--- config.mk ---
export PLATFORM = sky130hd
export DESIGN_NAME = csa_accum_ctrl
export DESIGN_NICKNAME = d
export VERILOG_FILES = /design/src/rtl/csa_accum_ctrl.sv
export SDC_FILE = /design/constraint.sdc
export NUM_CORES = 1
export LEC_CHECK = 0
export ABC_AREA = 1
export BUFFER_PORTS_ARGS = -buffer_cell sky130_fd_sc_hd__clkbuf_2
export CAP_MARGIN = 0
export CORE_UTILIZATION = 30
export DETAILED_ROUTE_END_ITERATION = 8
export SETUP_SLACK_MARGIN = 0.3
export SLEW_MARGIN = 20
export SYNTH_ARGS = -nofsm -noshare
export SYNTH_HDL_FRONTEND = slang
export SYNTH_SLANG_ARGS = --single-unit
--- constraint.sdc ---
create_clock -name clk -period 2.4 [get_ports clk]
set_input_delay 0.48 -clock clk [delete_from_list [all_inputs] [get_ports clk]]
set_output_delay 0.48 -clock clk [all_outputs]
set_load 0.005 [all_outputs]
--- src/rtl/csa_accum_ctrl.sv ---
// csa_accum_ctrl: accumulates a stream of operands in carry-save form, then resolves with one carry-propagate add
module csa_accum_ctrl #(
   parameter int WIDTH   = 4,
   parameter int OPS_MAX = 8,
   parameter int CNT_W   = 4,
   parameter int RES_W   = 7
) (
   input  logic             clk,
   input  logic             rst,
   input  logic             start,
   input  logic [CNT_W-1:0] num_ops,
   input  logic             in_valid,
   input  logic [WIDTH-1:0] in_data,
   output logic             in_ready,
   output logic             out_valid,
   output logic [RES_W-1:0] out_sum,
   input  logic             out_ready,
   output logic             busy
);
   typedef enum logic [1:0] {IDLE, ACCUM, RESOLVE, DONE} state_t;
   state_t state_q, state_d;
   logic [RES_W-1:0] sum_q, sum_d, car_q, car_d, res_q, res_d;
   logic [CNT_W-1:0] cnt_q, cnt_d, tgt_q, tgt_d;
   logic [RES_W-1:0] x;
   logic [CNT_W-1:0] tgt_sat;
   assign x         = {{(RES_W-WIDTH){1'b0}}, in_data};
   assign tgt_sat   = (num_ops > CNT_W'(OPS_MAX)) ? CNT_W'(OPS_MAX) : num_ops;
   assign in_ready  = (state_q == ACCUM);
   assign out_valid = (state_q == DONE);
   assign busy      = (state_q != IDLE);
   assign out_sum   = res_q;
   // next state: one 3:2 layer per accepted operand, single resolve add after the last one
   always_comb begin
      state_d = state_q;
      sum_d   = sum_q;
      car_d   = car_q;
      cnt_d   = cnt_q;
      tgt_d   = tgt_q;
      res_d   = res_q;
      unique case (state_q)
         IDLE: if (start) begin
            tgt_d   = tgt_sat;
            sum_d   = '0;
            car_d   = '0;
            cnt_d   = '0;
            state_d = (tgt_sat == '0) ? RESOLVE : ACCUM;
         end
         ACCUM: if (in_valid) begin
            sum_d   = sum_q ^ car_q ^ x;
            car_d   = ((sum_q & car_q) | (sum_q & x) | (car_q & x)) << 1;
            cnt_d   = cnt_q + 1'b1;
            state_d = ((cnt_q + 1'b1) == tgt_q) ? RESOLVE : ACCUM;
         end
         RESOLVE: begin
            res_d   = sum_q + car_q;
            state_d = DONE;
         end
         DONE: state_d = out_ready ? IDLE : DONE;
         default: state_d = IDLE;
      endcase
   end
   // state registers with synchronous reset discarding any job in flight
   always_ff @(posedge clk) begin
      if (rst) begin
         state_q <= IDLE;
         sum_q   <= '0;
         car_q   <= '0;
         cnt_q   <= '0;
         tgt_q   <= '0;
         res_q   <= '0;
      end else begin
         state_q <= state_d;
         sum_q   <= sum_d;
         car_q   <= car_d;
         cnt_q   <= cnt_d;
         tgt_q   <= tgt_d;
         res_q   <= res_d;
      end
   end
endmodule
; Word-level counts from Yosys, hierarchy flattened
; Index checks and enable logic that the tools add are counted.
[totals]
ff_bits = 31
inputBits = 13
[classes]
n_addsub = 2
magnitude_cmp = 1
eq_ne = 6
mux = 15
bitwise_logic = 7
reduce_logical = 7
[op_table]
columns = cell, count
row1 = 7-bit case mux with 2 select lines, 2
row2 = 7-bit two-way mux, 3
row3 = 6-bit by 4-bit bitwise AND with 6-bit output, 2
row4 = 4-bit two-way mux, 3
row5 = 6-bit bitwise OR, 2
row6 = 2-bit two-way mux, 5
row7 = 2-bit case mux with 4 select lines, 1
row8 = 4-bit case mux with 2 select lines, 1
row9 = 7-bit adder, 1
row10 = 7-bit by 4-bit XOR with 7-bit output, 1
row11 = 7-bit XOR, 1
row12 = 6-bit bitwise AND, 1
row13 = "4-bit by 1-bit adder with 4-bit output, second input constant", 1
row14 = "2-bit == test, second input constant", 2
row15 = 4-bit == test, 1
row16 = "4-bit greater-than comparator, second input constant", 1
row17 = 4-bit logical NOT, 1
row18 = "2-bit inequality test, second input constant", 2
row19 = 2-bit AND reduction, 2
row20 = 2-bit nonzero test, 2
row21 = 3-bit AND reduction, 1
row22 = "2-bit by 1-bit == test with 1-bit output, second input constant", 1
row23 = 2-bit logical NOT, 1

; Depth between registers and ports, before layout
; Gate-level depths: netlist of run 1.
[depth]
word_depth = 6
mapped_depth = 11
ltp_nobuf = 11

; Worst setup path after synthesis of run 1
; OpenSTA, ideal clock, no wires.
[synth_path]
kind = flip-flop to flip-flop
start = register sum_q[1]
end = register res_q[5] (netlist: out_sum[5])
arrival_time_ns = 1.442
path_slack_ns = 0.841
stages_incl_launch_ff = 9
path_buffers = 0
period_less_slack_ns = 1.559
cell_sequence = dfxtp_1 -> ha_1 -> fa_1 -> nand2_1 -> nand2_1 -> a21oi_1 -> nor2_1 -> o221ai_1 -> inv_1
[synth_via]
elab_chain_len = 1
[synth_lines]
columns = element, line
row1 = start: declaration, 22  ; logic [RES_W-1:0] sum_q, sum_d, car_q, car_d, res_q, res_d;
row2 = start signal: assignment, 73  ; sum_q <= sum_d;
row3 = 7-bit adder, 55  ; res_d = sum_q + car_q;
row4 = end signal: assignment, 77  ; res_q <= res_d;
row5 = end: declaration, 22
; Every way passes these cells.
; A chain may end at the register's enable or synchronous reset.

; Final worst setup path of run 1
; Same ends and word-level chain as after synthesis.

==> results of run 1 <==
through the flow:
step / utilization (%) / area [µm²] / power [mW] / cells
after global routing: 36.6 / 1900 / 1.37 / 306
after CTS: 36.6 / 1900 / 1.30 / 306
after global placement: 34.9 / 1800 / 0.873 / 298
after floorplan: - / 1630 / 0.800 / 209
after detailed placement: 34.9 / 1800 / 0.875 / 298
final: 36.6 / 1900 / 1.28 / 306
registers in the layout (all words and copies together) (netlist names):
register	count
out_sum	7
state_q	2
cnt_q	4
tgt_q	4
car_q	6
sum_q	7
worst max-delay path, delay by kind of cell (launching register included):
family / cells / cell delay [ns]
buffers and inverters: 1 / 0.05
and+or+nand+nor: 3 / 0.18
AOI/OAI and AO/OA: 2 / 0.32
adders and majority gates: 2 / 0.64
DFF: 1 / 0.34
final cells by class:
cell class                      count  area (µm²)
Multi-Input combinational cell    150         893
Timing Repair Buffer               24         125
Clock inverter                      1        5.00
Inverter                           24        97.6
Sequential cell                    30         601
Fill cell                         547        3280
Tap cell                           70        87.6
Clock buffer                        7        86.3
power by group through the flow:
stage                     registers, mW  clock network, mW  logic, mW
after floorplan                   0.577                  0      0.223
after global placement            0.582                  0      0.290
after detailed placement          0.583                  0      0.292
after CTS                         0.573              0.432      0.294
after global routing              0.578              0.458      0.329
final                             0.572              0.420      0.288
metal layers:
metal | routed length [µm] | track usage [%] | vias up
li1 | - | - | 722
met1 | 1610 | 16.8 | 622
met2 | 1510 | 21.5 | 14
met3 | 101 | 3.31 | 8
met4 | 89 | 8.02 | 0
met5 | 0 | 0 | -
placed cells by master (no fill, tap or decap), drive strengths merged:
cell type	Yosys	layout
nand2	64	64
dfxtp	30	30
clkbuf	2	29
a21oi	25	25
inv	24	24
nor2	21	21
nand3	9	9
ha	7	7
o21ai	7	7
nand4	4	4
xnor2	4	4
fa	4	4
buf	3	2
nor3b	1	1
o211ai	1	1
a211oi	1	1
o221ai	1	1
a31oi	1	1
clkinv	0	1
cells by family after synthesis:
| family | after synthesis |
|---|---|
| compound gates | 36 |
| xor+xnor | 4 |
| flops | 30 |
| simple gates | 99 |
| buf+inv | 29 |
| fa+ha+maj | 11 |
final timing paths:
path	startpoint	to	slack [ns]	cells past startpoint
min	num_ops[2]	tgt_q[2]	0.44	3
max	sum_q[1]	out_sum[5]	0.75	8
max reg2reg	sum_q[1]	out_sum[5]	0.75	8
min reg2reg	car_q[4]	car_q[4]	0.47	2
==> flow_summary.yaml, run 1 <==
timing:
  worstMarginPinSlew_ns: 0.304
  drv_slew: 0
  period_minus_slack_ns: 1.65
  finClkSkew_ns: 0.00521
  hold_viol: 0
  timing.hold.ws_ns: 0.438
  fin_setup_tns_ns: 0
  setup_viol: 0
  finalWorstSetupSlack_ns: 0.750
  relSlewSlack_pct: 79.8
  max_freq_mhz: 606
  rsz0062_at_grt: "no"
  fin_crit_sh_pct: 68.8
synthesis:
  yosysTopAreaCell: "dfxtp_1"
  yosys-top-cells-count: "nand2_1 (61), dfxtp_1 (30), inv_1 (19)"
  synth_xor_area_share_pct: 2.15
  synth_compound_area_share_pct: 14.2
  synth_area_leaders: "dfxtp_1 (37%), nand2_1 (14%), a21oi_2 (5.9%)"
  synth_seq_area_share_pct: 36.8
  synth_top_area_share_pct: 36.8
  syn-instance-count: 209
  synth-adder-area-share_pct: 10.3
  syn-num-nets: 233
  synth_edf_count: 0
  async_reset_ff_share_pct: 0
  synth-seq-cells: 30
  netlist_area_um2: 1630
  yosysUniqueCellTypes: 30
  syn_area_per_cell_um2: 7.80
  ys.flop_type: "dfxtp_1"
  yosysWarnings: 0
  yosysMostFrequentCell: "nand2_1"
  synth.area.mux_share_pct: 0
  synth_top_family_by_area: "simple AND/OR/NAND/NOR gates"
  synthSimpleGateAreaFrac_pct: 28.2
placed_design:
  io_buffers: 22
  dp_hpwl_um: 2400
  place_ws_ns: 0.760
  routabilityCongestion: 0.717
global_route:
  grt_start_max_net_pins: 22
  first_global_vias: 1271
  grt_usage_pct: 13.6
  grt_pass1_wl_um: 5650
  overflow: 0
  antenna_found_initial: 0
final_layout:
  drive_above_1_share_pct: 23.3
  syn_to_final_growth_pct: 16.3
  diodes: 0
  nNetsFinal: 259
worst_hold_path:
  min_path_type: "primary input to flop"
clock_tree:
  worstSkewPairLatency_ns: 0.28
  cts_tree: "done"
  clk_pin_slew_ns: 0.06
  cts_sinks: 30
  cts_max_path_buffers: 2
  post_cts_resized: 0
  ctsHoldBuffers: 0
  postCtsSetupRepairBufs: 0
  cts_made_buffers: 5
  cts-root-buf: "clkbuf_8"
  h-tree-depth: 2
floorplan:
  pin_count: 23
  die_width_um: 75.7
  die_y_um: 75.7
  rows: 26
  coreArea_um2: 5170
  dieArea_um2: 5730
  start_util_pct: 31.5
setup_path:
  critPathMostFrequentCell: "nand2_1"
  critical_path_required_ns: 2.58
  worstSetupEndpointType: "flop"
  cp_slowest_stage_delay_ns: 0.40
  crit_fanout: 3
  worstPathArrival_ns: 1.83
  critPathLaunchType: "flop"
  worstPathCellList: "ha_1 > fa_1 > nand2_1 > nand2_1 > a21oi_1 > nor2_1 > o221ai_1 > inv_1"
  crit_slowest_cell: "fa_1"
  crit_type: "flop to flop"
drt:
  first_iter_violations: 34
  viasPerCell: 4.46
  finalWirelength_um: 3310
  vias: 1366
  postRouteAntennaNets: 0
  routedWlPerCell_um: 10.8
  drc_errors: 0
  drtPass1Iterations: 4
power:
  power_frac_clock_pct: 32.8
  combPwrFrac_pct: 22.5
  power_frac_seq_pct: 44.7
  p_switching_mw: 0.406
  total_leakage_power_nw: 0.854
  p_int_mw: 0.874
  power_density_nw_per_um2: 675
  ir_drop_v: 0.000272
  swShare_pct: 31.7
flow_run:
  drv_cap: 0
status:
  outcome: "finished, final reports clean"
(Power assumes the default switching activity.)
==> run 2: changes to the inputs <==
Clock period 2.4 ns to 1.4 ns, I/O delays scaled along.
==> flow_summary.yaml, run 2 (synthesis gave the netlist of run 1 again) <==
clock_tree:
  worstSkewPairLatency_ns: 0.28
  cts_max_path_buffers: 2
  h-tree-depth: 2
  clk_pin_slew_ns: 0.07
  cts_tree: "done"
  cts_sinks: 30
  cts_made_buffers: 5
  cts-root-buf: "clkbuf_8"
timing:
  worstMarginPinSlew_ns: 0.390
  max_freq_mhz: 665
  hold_viol: 0
  timing.hold.ws_ns: 0.232
  fin_setup_tns_ns: -0.161
  rsz0062_at_grt: "yes"
  period_minus_slack_ns: 1.50
  setup_viol: 2
  fin_crit_sh_pct: 107
  relSlewSlack_pct: 74.0
  finalWorstSetupSlack_ns: -0.104
  drv_slew: 0
  finClkSkew_ns: 0.00873
setup_path:
  critPathMostFrequentCell: "nand2_1"
  crit_fanout: 2
  crit_type: "flop to flop"
  critPathBufInv: 1
  critPathLaunch: "sum_q[1]"
  crit_slowest_cell: "fa_2"
  cp_slowest_stage_delay_ns: 0.36
  critPathLaunchType: "flop"
  r2r_start: "sum_q[1]"
  worstPathCellList: "ha_4 > fa_2 > nand2_1 > nand2_1 > a21oi_2 > nor2_1 > o221ai_2 > inv_1"
  crit_family: "adder cells"
  worstSetupEndpointType: "flop"
  critical_path_required_ns: 1.57
  worstPathArrival_ns: 1.67
final_layout:
  final_common_cell: "nand2_1"
  layout_common_cells: "nand2_1 (40), a21oi_2 (21), buf_4 (20), clkbuf_2 (19), dfxtp_1 (16)"
  multi_input_area_um2: 1180
  utilization_pct: 50.6
  drive_above_1_share_pct: 57.8
  diodes: 0
  seqCellArea_um2: 638
  nNetsFinal: 293
  syn_to_final_growth_pct: 60.4
  fill_cells: 472
placed_design:
  io_buffers: 22
  place_ws_ns: -0.0843
  routabilityCongestion: 0.775
  dp_hpwl_um: 2520
global_route:
  grt-busiest-layer: "met2"
  overflow: 0
  grt_usage_pct: 15.5
  grt_pass1_wl_um: 6450
  gr-usage-met3_pct: 2.91
  grt_start_max_net_pins: 22
  antenna_found_initial: 0
  first_global_vias: 1430
  use_met1_pct: 18.7
  met2_usage_pct: 25.9
worst_hold_path:
  worstHoldStart: "num_ops[1]"
  min_path_type: "primary input to flop"
floorplan:
  start_util_pct: 31.5
  dieArea_um2: 5730
  die_width_um: 75.7
  coreArea_um2: 5170
  pin_count: 23
  die_y_um: 75.7
  rows: 26
drt:
  routedWlPerCell_um: 12.3
  postRouteAntennaNets: 0
  viasPerCell: 4.56
  first_iter_violations: 81
  vias: 1550
  finalWirelength_um: 4180
  drtPass1Iterations: 4
  drc_errors: 0
power:
  total_leakage_power_nw: 1.15
  finalPower_mw: 2.85
  power_density_nw_per_um2: 1090
  ir_drop_v: 0.000522
status:
  outcome: "complete, but fails checks"
  violations: "negative setup slack"
flow_run:
  drv_cap: 0
## run 2: changes by cell type in the layout (fill, tap and decap cells not counted), moves of 8 or more
cell,before,now
dfxtp_4,0,8
nand2_1,61,40
a21oi_1,14,4
nand2_4,1,10
dfxtp_1,30,16
a21oi_2,11,21
nand2_2,2,14
buf_4,2,20
buf_6,0,15
## run 2: final timing paths
path	to	slack, ns	cells after the start
setup reg to reg	out_sum[5]	-0.10	8
hold / removal	tgt_q[1]	0.23	3
hold reg to reg	sum_q[4]	0.48	2
setup / recovery	out_sum[5]	-0.10	8
## run 2: through the flow
stage                     cells  area [µm²]
after floorplan             209        1750
after global placement      304        1980
after detailed placement    304        1980
after CTS                   333        2470
after global routing        340        2620
final                       340        2620
## run 2: layout make-up
cell class                 instances  area share, %
clock buffer                       7           2.92
clock inverter                     1           1.15
sequential                        30           24.4
timing repair buffer              58           18.9
tap                               70           3.35
multi-input combinational        150           45.2
inverter                          24           4.11
## run 2: power by group
part	switching, mW	internal [mW]
clock	0.323	0.532
sequential	0.0630	0.919
combinational	0.508	0.501
## run 2: tightest hold or removal path, delay by kind of cell
| kind | cells | cell delay [ns] |
|---|---|---|
| AO/OA/AOI/OAI | 1 | 0.05 |
| AND/OR/NAND/NOR | 1 | 0.05 |
| buffers and inverters | 1 | 0.09 |
## run 2: what timing repair did
item | in CTS | in global routing
buffers inserted | 20 | 7
hold endpoints to repair | 0 | 0
setup endpoints to repair | 30 | 33
gates resized for setup | 57 | 26
hold buffers | 0 | 0
gates cloned | 1 | 0
pin swaps | 29 | 36
## run 2: layer usage
layer  vias to the layer above  routed length, µm
li1                        796                  -
met1                       723               1720
met2                        29               2210
met3                         2                206
met4                         0                 48
met5                         -                  0
==> run 3: changes to the inputs <==
Settings changed: GPL_TIMING_DRIVEN set to 0.
==> flow_summary.yaml, run 3 (synthesis gave the netlist of run 1 again) <==
status:
  outcome: "complete, but fails checks"
  violations: "negative setup slack"
global_route:
  antenna_found_initial: 0
  grt_usage_pct: 16.0
  overflow: 0
  met2_usage_pct: 26.5
  grt_pass1_wl_um: 6720
  gr-usage-met3_pct: 2.78
  grt-busiest-layer: "met2"
  grt_start_max_net_pins: 11
  first_global_vias: 1472
  use_met1_pct: 20.0
setup_path:
  critPathMostFrequentCell: "nand2_1"
  crit_fanout: 3
  r2r_cells: 8
  crit_slowest_cell: "dfxtp_4"
  critPathLaunchType: "flop"
  critical_path_required_ns: 1.57
  worstSetupEndpointType: "flop"
  worstPathArrival_ns: 1.66
  worstPathCellList: "ha_4 > fa_2 > nand2_1 > nand2_1 > a21oi_2 > nor2_1 > o221ai_1 > inv_1"
  crit_type: "flop to flop"
  cp_slowest_stage_delay_ns: 0.36
final_layout:
  drive_above_1_share_pct: 52.8
  layout_common_cells: "nand2_1 (45), buf_4 (21), a21oi_2 (21), clkbuf_2 (20), inv_1 (17)"
  syn_to_final_growth_pct: 57.3
  nNetsFinal: 292
  stdcell_area_um2: 2560
  final_common_cell: "nand2_1"
  diodes: 0
drt:
  vias: 1552
  viasPerCell: 4.58
  routedWlPerCell_um: 12.3
  drc_errors: 0
  drtPass1Iterations: 4
  first_iter_violations: 56
  postRouteAntennaNets: 0
  finalWirelength_um: 4180
floorplan:
  die_width_um: 75.7
  rows: 26
  pin_count: 23
  dieArea_um2: 5730
  start_util_pct: 31.5
  die_y_um: 75.7
  coreArea_um2: 5170
timing:
  worstMarginPinSlew_ns: 0.805
  finalWorstSetupSlack_ns: -0.0892
  drv_slew: 0
  setup_viol: 1
  period_minus_slack_ns: 1.49
  hold_viol: 0
  relSlewSlack_pct: 46.3
  rsz0062_at_grt: "yes"
  max_freq_mhz: 672
  fin_crit_sh_pct: 106
  fin_setup_tns_ns: -0.0892
  finClkSkew_ns: 0.00906
clock_tree:
  ctsHoldBuffers: 0
  cts_made_buffers: 5
  cts_tree: "done"
  cts-root-buf: "clkbuf_8"
  cts_max_path_buffers: 2
  cts_sinks: 30
  clk_pin_slew_ns: 0.07
  worstSkewPairLatency_ns: 0.29
  h-tree-depth: 2
flow_run:
  drv_cap: 0
placed_design:
  routabilityCongestion: 0.737
  io_buffers: 22
  placed_area_um2: 1940
  dp_hpwl_um: 2600
  place_ws_ns: -0.0863
power:
  finalPower_mw: 2.73
  ir_drop_v: 0.000707
  power_density_nw_per_um2: 1060
  total_leakage_power_nw: 1.16
worst_hold_path:
  min_path_type: "primary input to flop"
  hold_depth: 3
[run 3: changes by cell type in the layout (fill, tap and decap cells not counted), sizes merged]
cell      previous run  this run
clkbuf              27        28
clkinv               0         1
buf                 38        35
clkinvlp             0         1
bufinv               1         0
[run 3: worst max-delay path, delay by kind of cell (launching register included)]
| kind | cells | cell delay (ns) |
|---|---|---|
| flops | 1 | 0.36 |
| fa+ha+maj | 2 | 0.51 |
| compound gates | 2 | 0.28 |
| simple gates | 3 | 0.18 |
| buf+inv | 1 | 0.05 |
[run 3: timing repair]
| action | 4_1_cts | 5_1_grt |
|---|---|---|
| buffers inserted | 20 | 7 |
| hold endpoints to repair | 0 | 0 |
| gates cloned | 2 | 1 |
| resized for setup | 44 | 20 |
| setup endpoints to repair | 33 | 33 |
| pin swaps | 14 | 16 |
[run 3: area by class of cell]
type / instances / area [µm²]
Clock inverter: 2 / 12.5
Clock buffer: 6 / 82.6
Inverter: 24 / 105
Fill cell: 471 / 2610
Buffer: 5 / 45.0
Tap cell: 70 / 87.6
Timing Repair Buffer: 52 / 453
Sequential cell: 30 / 638
Multi-Input combinational cell: 150 / 1140
[run 3: worst paths after layout]
| path | from | to | slack, ns |
|---|---|---|---|
| min | num_ops[1] | tgt_q[1] | 0.23 |
| min reg2reg | sum_q[5] | sum_q[5] | 0.48 |
| max reg2reg | car_q[1] | out_sum[5] | -0.09 |
| max | car_q[1] | out_sum[5] | -0.09 |
[run 3: report_power, final]
group / internal (mW) / switching [mW]
Clock: 0.395 / 0.355
Combinational: 0.504 / 0.496
Sequential: 0.918 / 0.0606
[run 3: layer usage]
metal | up-vias | part of all wire [%]
li1 | 794 | -
met1 | 730 | 45
met2 | 21 | 51
met3 | 7 | 1.8
met4 | 0 | 2.0
met5 | - | 0
[run 3: stage by stage]
stage	hold WS, ns	instances	util, %
final	0.229	339	49.6
after global routing	0.245	339	49.6
after CTS	0.228	331	47.0
after detailed placement	0.469	301	37.6
after global placement	0.465	301	37.6
after floorplan	0.423	209	-
